**config.mk**
```make
export PLATFORM = sky130hd
export DESIGN_NAME = branch_predictor
export DESIGN_NICKNAME = d
export VERILOG_FILES = /design/src/rtl/branch_pkg.sv /design/src/rtl/branch_predictor_sat_counter2.sv /design/src/rtl/branch_predictor.sv
export SDC_FILE = /design/constraint.sdc
export NUM_CORES = 1
export LEC_CHECK = 0
export CAP_MARGIN = 15
export CORE_ASPECT_RATIO = 0.9
export CORE_MARGIN = 1.5
export CORE_UTILIZATION = 45
export CTS_BUF_LIST = sky130_fd_sc_hd__clkbuf_8
export DETAILED_ROUTE_END_ITERATION = 16
export GPL_ROUTABILITY_DRIVEN = 1
export PLACE_DENSITY = 0.83
export SYNTH_ARGS = -nofsm -noshare
export SYNTH_HDL_FRONTEND = slang
export SYNTH_SLANG_ARGS = --single-unit
```
**constraint.sdc**
```tcl
create_clock -name clk_i -period 4.1 [get_ports clk_i]
set_clock_uncertainty 0.2 [all_clocks]
set_input_delay 1.23 -clock clk_i [delete_from_list [all_inputs] [get_ports clk_i]]
set_output_delay 1.23 -clock clk_i [all_outputs]
set_load 0.01 [all_outputs]
```
**src/rtl/branch_pkg.sv**
```systemverilog
// Shared constants for the branch predictor and the branch-flush unit.
// No logic; counter-state encodings and recovery-PC select encodings.
// No flow control.
package branch_pkg;

  // 2-bit saturating counter states; MSB is the taken prediction
  localparam logic [1:0] SNT = 2'b00;
  localparam logic [1:0] WNT = 2'b01;
  localparam logic [1:0] WT  = 2'b10;
  localparam logic [1:0] ST  = 2'b11;

  // Recovery PC select seen by the flush unit
  localparam logic [1:0] PC_NORMAL   = 2'd0;
  localparam logic [1:0] PC_FALLTHRU = 2'd1;
  localparam logic [1:0] PC_TARGET   = 2'd2;

endpackage

```
**src/rtl/branch_predictor_sat_counter2.sv**
```systemverilog
// 2-bit saturating counter next-state: step toward taken or not-taken.
// Purely combinational, zero latency.
// No flow control.
module sat_counter2
  import branch_pkg::*;
(
  input  logic [1:0] state,
  input  logic       taken,
  output logic [1:0] next
);

  // Step up on taken, down on not-taken, clamping at the strong states
  always_comb begin
    next = state;
    if (taken) begin
      if (state != ST) next = state + 2'd1;
    end else begin
      if (state != SNT) next = state - 2'd1;
    end
  end

endmodule

```
**src/rtl/branch_predictor.sv**
```systemverilog
// Bimodal branch predictor: predicts in ID, resolves and trains in EX.
// Prediction is same-cycle; mispredict flag one edge after the branch leaves ID.
// No backpressure: a load-use stall or a mispredict turns the ID branch into a bubble.
module branch_predictor
  import branch_pkg::*;
#(
  parameter int         IDX_W      = 4,
  parameter logic [1:0] INIT_STATE = 2'b11
) (
  input  logic        clk_i,
  input  logic        rst_i,
  input  logic        stall_i,
  input  logic        ID_branch_i,
  input  logic [31:0] ID_pc_i,
  input  logic        EX_taken_i,
  output logic        predict_o,
  output logic        predictWrong_o,
  output logic [1:0]  pcChoice_o,
  output logic [31:0] brCount_o,
  output logic [31:0] missCount_o
);

  localparam int ENTRIES = 2 ** IDX_W;

  logic [1:0]       cnt_tbl [ENTRIES];
  logic [IDX_W-1:0] id_idx;
  logic             ex_valid;
  logic             ex_pred;
  logic [IDX_W-1:0] ex_idx;
  logic [1:0]       upd_next;

  // Word-aligned PC bits above the index do not take part in the lookup
  logic unused_pc_bits;
  assign unused_pc_bits = ^{ID_pc_i[31:IDX_W+2], ID_pc_i[1:0]};

  assign id_idx = ID_pc_i[IDX_W+1:2];

  // ID lookup: counter MSB, gated by the branch flag; reads pre-update value
  assign predict_o = ID_branch_i & cnt_tbl[id_idx][1];

  // EX resolve: compare the carried prediction with the real outcome
  assign predictWrong_o = ex_valid & (ex_pred != EX_taken_i);

  // Recovery select: predicted taken -> fall-through, predicted not-taken -> target
  always_comb begin
    pcChoice_o = PC_NORMAL;
    if (predictWrong_o) pcChoice_o = ex_pred ? PC_FALLTHRU : PC_TARGET;
  end

  sat_counter2 u_sat (
    .state (cnt_tbl[ex_idx]),
    .taken (EX_taken_i),
    .next  (upd_next)
  );

  // ID->EX register; a stall or a mispredict in EX squashes the ID branch
  always_ff @(posedge clk_i or negedge rst_i) begin
    if (!rst_i) begin
      ex_valid <= 1'b0;
      ex_pred  <= 1'b0;
      ex_idx   <= '0;
    end else begin
      ex_valid <= ID_branch_i & ~stall_i & ~predictWrong_o;
      ex_pred  <= predict_o;
      ex_idx   <= id_idx;
    end
  end

  // Counter table training from the resolved EX branch
  always_ff @(posedge clk_i or negedge rst_i) begin
    if (!rst_i) begin
      for (int i = 0; i < ENTRIES; i++) cnt_tbl[i] <= INIT_STATE;
    end else if (ex_valid) begin
      cnt_tbl[ex_idx] <= upd_next;
    end
  end

  // Resolved-branch and misprediction statistics, wrapping
  always_ff @(posedge clk_i or negedge rst_i) begin
    if (!rst_i) begin
      brCount_o   <= '0;
      missCount_o <= '0;
    end else begin
      if (ex_valid)       brCount_o   <= brCount_o + 32'd1;
      if (predictWrong_o) missCount_o <= missCount_o + 32'd1;
    end
  end

endmodule

```
Word-level counts from Yosys, hierarchy flattened:

Cells that the tools add are included.

* word-level logic and storage cells: 54
* bits in registers: 102

* bitwise logic cells: 8
* add/subtract/negate cells: 4
* muxes and demuxes: 14
* equality and inequality tests: 2
* reduce and logical (&&, ||, !) cells: 2
* magnitude comparators: 3

Operators by type and width (count)
* 32-bit by 1-bit adder with 32-bit output, second input constant: 2
* 32-bit bitwise mux: 1
* 2-bit 2-to-1 mux: 10
* 2-bit binary-select mux with 4-bit select: 2
* 5-bit greater-or-equal comparator, second input constant: 2
* 4-bit NOT with 5-bit output: 2
* 2-bit demux with 4-bit select: 1
* 5-bit by 1-bit < comparator with 1-bit output, second input constant: 1
* 1-bit bitwise AND: 4
* 2-bit by 1-bit adder with 2-bit output, second input constant: 1
* 2-bit inequality test, second input constant: 1
* 1-bit NOT: 2
* 2-bit nonzero test: 1
* 2-bit by 1-bit subtractor with 2-bit output, second input constant: 1
* 1-bit logical AND: 1
* 1-bit inequality test: 1

Longest topological paths before layout:

* word-level depth: 8
* gate-level depth with buffers: 7

Hierarchy:

A second synthesis with hierarchy kept.

* cells, all modules: 382
* area, all modules: 4902.2 µm²

Modules (own cells, without submodules)
* branch_predictor: area each 4875.9 µm², cells an instance 379, instances 1, seq. area each 2592.5 µm²
* sat_counter2: area each 26.3 µm², cells an instance 3, instances 1, seq. area each 0.0 µm²

Worst setup path after synthesis:

OpenSTA, ideal clock, no wires.

* path kind: input-to-output
* start point: input port EX_taken_i
* end point: output port pcChoice_o[1]
* cell stages on the path: 5
* buffers on the path: 2
* setup slack: 0.307 ns
* data arrival time: 2.363 ns
* path through: buf_4 > xor2_1 > and2_1 > clkbuf_1 > nor2b_1

* longest elaborated chain between the ends: 3

Ends and longest elaborated chain
* start, declared: RTL line branch_predictor.sv:15 `input logic EX_taken_i,`
* 1-bit inequality test: RTL line branch_predictor.sv:42 `assign predictWrong_o = ex_valid & (ex_pred != EX_taken_i);`
* 1-bit bitwise AND: RTL line branch_predictor.sv:42
* net predictWrong_o: RTL line branch_predictor.sv:17 `output logic predictWrong_o,`
* 2-bit 2-to-1 mux: RTL line branch_predictor.sv:47 `if (predictWrong_o) pcChoice_o = ex_pred ? PC_FALLTHRU : PC_TARGET;`
* end, declared: RTL line branch_predictor.sv:18 `output logic [1:0] pcChoice_o,`

The timed path passes the listed nets, and every way through them passes these cells.

Worst setup path after layout:

* start point: input port EX_taken_i
* end point: output port pcChoice_o[0]

* longest elaborated chain between the ends: 3

Ends and longest elaborated chain (RTL line)
* 1-bit inequality test: branch_predictor.sv:42
* 1-bit bitwise AND: branch_predictor.sv:42
* 2-bit 2-to-1 mux: branch_predictor.sv:47

No other way between the ends.

==> impl_results.html <==
<table>
<tr><th>Metric</th><th>Value</th></tr>
<tr><th colspan="2">Routing</th></tr>
<tr><td>DR vias</td><td>3223</td></tr>
<tr><td>DRC violations left</td><td>0</td></tr>
<tr><td>Total routed wirelength</td><td>9.78 mm</td></tr>
<tr><td>Average vias per placed instance</td><td>5.36</td></tr>
<tr><td>TritonRoute pass-1 iters</td><td>4</td></tr>
<tr><td>Number of nets still failing antenna checks after routing</td><td>0</td></tr>
<tr><td>Count of routing violations after the opening detailed-route iteration</td><td>176</td></tr>
<tr><td>Drt wl/cell</td><td>16.3 um</td></tr>
<tr><th colspan="2">Clock tree</th></tr>
<tr><td>Hold-fix buffers at CTS</td><td>0</td></tr>
<tr><td>Largest buffer count on any clock path</td><td>2</td></tr>
<tr><td>Clk Latency, worst-skew pair</td><td>380 ps</td></tr>
<tr><td>TritonCTS clock tree</td><td>built</td></tr>
<tr><td>Clock root buffer master</td><td>clkbuf_8</td></tr>
<tr><td>Number of clock buffers inserted by TritonCTS</td><td>9</td></tr>
<tr><td>Number of clock sinks</td><td>102</td></tr>
<tr><td>Clock input transition at the sequential cells of the worst setup and hold paths</td><td>90 ps</td></tr>
<tr><td>H-tree level count</td><td>3</td></tr>
<tr><th colspan="2">STA</th></tr>
<tr><td>Max Transition Viols Final</td><td>0</td></tr>
<tr><td>Fraction of the cycle the final worst path needs</td><td>98.8%</td></tr>
<tr><td>Max-Slew Margin vs Limit</td><td>55.3%</td></tr>
<tr><td>Crit path time final</td><td>4050 ps</td></tr>
<tr><td>Count of endpoints failing hold in the final timing report</td><td>0</td></tr>
<tr><td>Max frequency</td><td>0.247 GHz</td></tr>
<tr><td>Sum of negative setup slack</td><td>0 ps</td></tr>
<tr><td>Final setup violation count</td><td>0</td></tr>
<tr><td>Actual slew at the worst max-slew pin</td><td>670 ps</td></tr>
<tr><td>Setup repair after global routing missed its margin</td><td>false</td></tr>
<tr><th colspan="2">Place</th></tr>
<tr><td>HPWL after detailed placement</td><td>7.33 mm</td></tr>
<tr><td>Port Buf Inserts</td><td>76</td></tr>
<tr><td>RD Place Congestion</td><td>0.806</td></tr>
<tr><th colspan="2">Global route</th></tr>
<tr><td>Most congested layer reported by global routing</td><td>met2</td></tr>
<tr><td>Initial antenna violation count</td><td>0</td></tr>
<tr><td>Maximum number of pins on one net before global-route repair</td><td>47</td></tr>
<tr><td>Met3 Track Usage GR</td><td>4.69%</td></tr>
<tr><td>All-Layer GR Usage</td><td>18.6%</td></tr>
<tr><td>Global routing met1 resource utilization</td><td>23.2%</td></tr>
<tr><td>Global-route met2 utilization</td><td>31.8%</td></tr>
<tr><td>Global-route wire length before repair</td><td>16.5 mm</td></tr>
<tr><td>Via count of the first global-routing pass</td><td>3284</td></tr>
<tr><td>Total grt overflow</td><td>0</td></tr>
<tr><th colspan="2">Critical path</th></tr>
<tr><td>Cell repeated most along the worst path</td><td>buf_4</td></tr>
<tr><td>Arrival time at the worst endpoint</td><td>2620 ps</td></tr>
<tr><td>Required time at the endpoint of the critical path</td><td>2670 ps</td></tr>
<tr><td>Highest cell delay on the worst timing path</td><td>520 ps</td></tr>
<tr><td>Startpoint type of the worst setup path</td><td>input port</td></tr>
<tr><td>Worst setup path category</td><td>in -&gt; out</td></tr>
<tr><td>Crit path capture type</td><td>output port</td></tr>
<tr><td>Ordered cell list for the critical path</td><td>clkdlybuf4s50_1 -&gt; xor2_1 -&gt; buf_4 -&gt; buf_4 -&gt; and3_1 -&gt; clkdlybuf4s15_1</td></tr>
<tr><td>Largest fanout on the critical path</td><td>5</td></tr>
<tr><td>Critical-path cell with the highest stage delay</td><td>clkdlybuf4s50_1</td></tr>
<tr><th colspan="2">Job</th></tr>
<tr><td>Max Cap Violations</td><td>0</td></tr>
<tr><th colspan="2">Layout</th></tr>
<tr><td>Fraction of layout instances using a drive strength above 1</td><td>22.9%</td></tr>
<tr><td>Nets</td><td>506</td></tr>
<tr><td>Antenna cell count</td><td>0</td></tr>
<tr><td>P&amp;R area growth vs syn</td><td>23.3%</td></tr>
<tr><td>Register cell area after layout</td><td>2590 um2</td></tr>
<tr><td>Number of inserted filler cells in the final layout</td><td>838</td></tr>
<tr><td>Area of the multi-input gates</td><td>2120 um2</td></tr>
<tr><th colspan="2">Synthesis</th></tr>
<tr><td>Xor and xnor fraction of the mapped netlist area</td><td>11.6%</td></tr>
<tr><td>Post-synthesis average cell area</td><td>12.5 um2</td></tr>
<tr><td>Number of cells produced by synthesis</td><td>380</td></tr>
<tr><td>Share of the synthesized area in compound gates (AO/OA/AOI/OAI)</td><td>1.84%</td></tr>
<tr><td>Cell types with the largest area share after synthesis</td><td>dfrtp_1 (37%), dfstp_2 (18%), xnor2_1 (7.9%), mux2_2 (6.9%), mux4_2 (4.3%)</td></tr>
<tr><td>Area share of the largest cell type after synthesis</td><td>36.8%</td></tr>
<tr><td>Yosys top cell by area</td><td>dfrtp_1</td></tr>
<tr><td>Post-synthesis simple-gate area fraction</td><td>16.4%</td></tr>
<tr><td>Synthesis warning total</td><td>0</td></tr>
<tr><td>Share of synthesized cell area in full adder, half adder and majority cells</td><td>0.526%</td></tr>
<tr><td>Synth cell types</td><td>38</td></tr>
<tr><td>Sequential share of the synthesized area</td><td>54.5%</td></tr>
<tr><td>Combinational family with the most area after synthesis</td><td>simple AND/OR/NAND/NOR gates</td></tr>
<tr><td>Flop and latch count out of synthesis</td><td>102</td></tr>
<tr><td>Netlist area before placement</td><td>4760 um2</td></tr>
<tr><td>Total nets after synthesis</td><td>419</td></tr>
<tr><td>Multiplexer share of the synthesized area</td><td>14.1%</td></tr>
<tr><th colspan="2">Power</th></tr>
<tr><td>Total chip power</td><td>2400 uW</td></tr>
<tr><td>Switching Fraction</td><td>28.6%</td></tr>
<tr><td>Fraction of power consumed by combinational cells</td><td>20.6%</td></tr>
<tr><td>IR Drop Worst-Case VDD</td><td>0.252 mV</td></tr>
<tr><td>P per Cell Area</td><td>409 nW/um2</td></tr>
<tr><td>Leakage</td><td>0.00251 uW</td></tr>
<tr><td>Power dissipated by switching net loads</td><td>685 uW</td></tr>
<tr><td>Share of power burned in registers</td><td>55.3%</td></tr>
<tr><td>Cell internal power dissipation</td><td>1710 uW</td></tr>
<tr><td>Fraction of power consumed by the clock network</td><td>24.0%</td></tr>
<tr><th colspan="2">Floorplan</th></tr>
<tr><td>Area inside the core boundary</td><td>10200 um2</td></tr>
<tr><td>Row count</td><td>35</td></tr>
<tr><td>Ports</td><td>105</td></tr>
<tr><td>Initial standard-cell utilization of the core</td><td>46.4%</td></tr>
<tr><td>Chip height</td><td>101 um</td></tr>
<tr><td>Horizontal die dimension</td><td>111 um</td></tr>
<tr><td>Full die area</td><td>11200 um2</td></tr>
<tr><th colspan="2">Status</th></tr>
<tr><td>Status</td><td>complete, no violations</td></tr>
<tr><th colspan="2">Worst hold path</th></tr>
<tr><td>Hold Crit Class</td><td>reg -&gt; reg</td></tr>
</table>
[cells in the mapped netlist (all sizes together)]
library cell / n
nand4: 14
mux2i: 2
nand3b: 2
and3: 14
xnor2: 43
mux4: 13
o31ai: 6
nor3: 5
dfrtp: 70
dfstp: 32
inv: 2
nor2b: 2
mux2: 30
nand2b: 4
nand3: 16
nor2: 29
xor2: 20
and4: 6
nor3b: 2
ha: 2
nand2: 43
clkbuf: 5
nor4: 3
or2: 1
or3: 3
nand4bb: 1
and2: 3
a21oi: 4
buf: 3
[critical path, delay by kind of cell]
kind          cells  cell delay (ps)
simple gates      1              190
buf+inv           4             1020
xor+xnor          1              180
[routing by layer]
layer	vias to the layer above	share of wire (%)
met1	1632	43
met2	76	51
met3	13	3.9
met4	0	1.4
li1	1502	-
met5	-	0
[power groups by stage]
stage / sequential [uW] / combinational, uW / clock (uW)
after global placement: 1330 / 471 / 0
after floorplan: 1320 / 284 / 0
after CTS: 1330 / 501 / 594
after global routing: 1350 / 536 / 637
final: 1330 / 495 / 576
after detailed placement: 1340 / 498 / 0
[cell families after synthesis]
group	after synthesis
simple gates	148
buf+inv	10
xor+xnor	63
fa+ha+maj	2
flops	102
compound gates	10
mux	45
[layout by cell type (no fill, tap or decap), types with 2 or more instances in the layout]
cell	count
and3_1	14
nand3_1	16
nor2_4	2
nor3_1	5
and2_1	2
dfstp_2	32
nor4_1	2
nand2_1	43
dlygate4sd2_1	2
nor3b_1	2
clkbuf_8	10
mux4_1	4
and4_1	6
a21oi_2	3
nor2b_1	2
buf_4	9
inv_6	2
inv_1	4
nor2_1	25
mux2_2	29
or3_1	3
o31ai_1	6
clkdlybuf4s50_1	69
nand3b_1	2
ha_1	2
xor2_1	20
dfrtp_1	70
mux4_2	9
xnor2_1	43
nand4_1	14
nor2_2	2
nand2b_1	4
[cell type report]
| class | instances | share of cell area, % |
|---|---|---|
| inverter | 2 | 0.128 |
| clock buffer | 10 | 2.34 |
| clock inverter | 6 | 0.640 |
| tap | 129 | 2.75 |
| timing repair buffer | 84 | 13.9 |
| sequential | 102 | 44.2 |
| multi-input combinational | 268 | 36.1 |
[repair_timing]
action | CTS | global route
pin swaps | 1 | 0
buffers inserted | 1 | 0
resized for setup | 18 | 1
setup endpoints to repair | 4 | 1
hold endpoints to repair | 0 | 0
[metrics by stage]
| stage | utilization [%] | std cells | hold WS [ps] | worst slack, ps | cell area, um2 |
|---|---|---|---|---|---|
| after floorplan | - | 380 | 249 | 307 | 4760 |
| after global placement | 55.5 | 584 | 258 | -847 | 5690 |
| after detailed placement | 55.5 | 584 | 263 | -887 | 5690 |
| after CTS | 57.3 | 601 | 278 | 52.6 | 5870 |
| after global routing | 57.3 | 601 | 291 | 18.8 | 5870 |
| final | 57.3 | 601 | 274 | 47.6 | 5870 |
[final timing paths]
path,startpoint,to,slack (ps),depth (start not counted)
max reg2reg,ex_idx[0]$_DFF_PN0_,cnt_tbl[20]$_DFFE_PN1P_,1480,5
min,missCount_o[31]$_DFFE_PN0P_,missCount_o[31]$_DFFE_PN0P_,270,1
max,EX_taken_i,pcChoice_o[0],50,6
max in group asynchronous,rst_i,cnt_tbl[23]$_DFFE_PN1P_,2310,2
min in group asynchronous,rst_i,missCount_o[2]$_DFFE_PN0P_,650,1
min reg2reg,missCount_o[31]$_DFFE_PN0P_,missCount_o[31]$_DFFE_PN0P_,270,1
[flip-flops by register name, indices dropped and copies added, names as in the netlist]
name	count
ex_pred	1
missCount_o	32
brCount_o	32
ex_valid	1
ex_idx	4
cnt_tbl	32
Power figures use the tool's default switching activity.
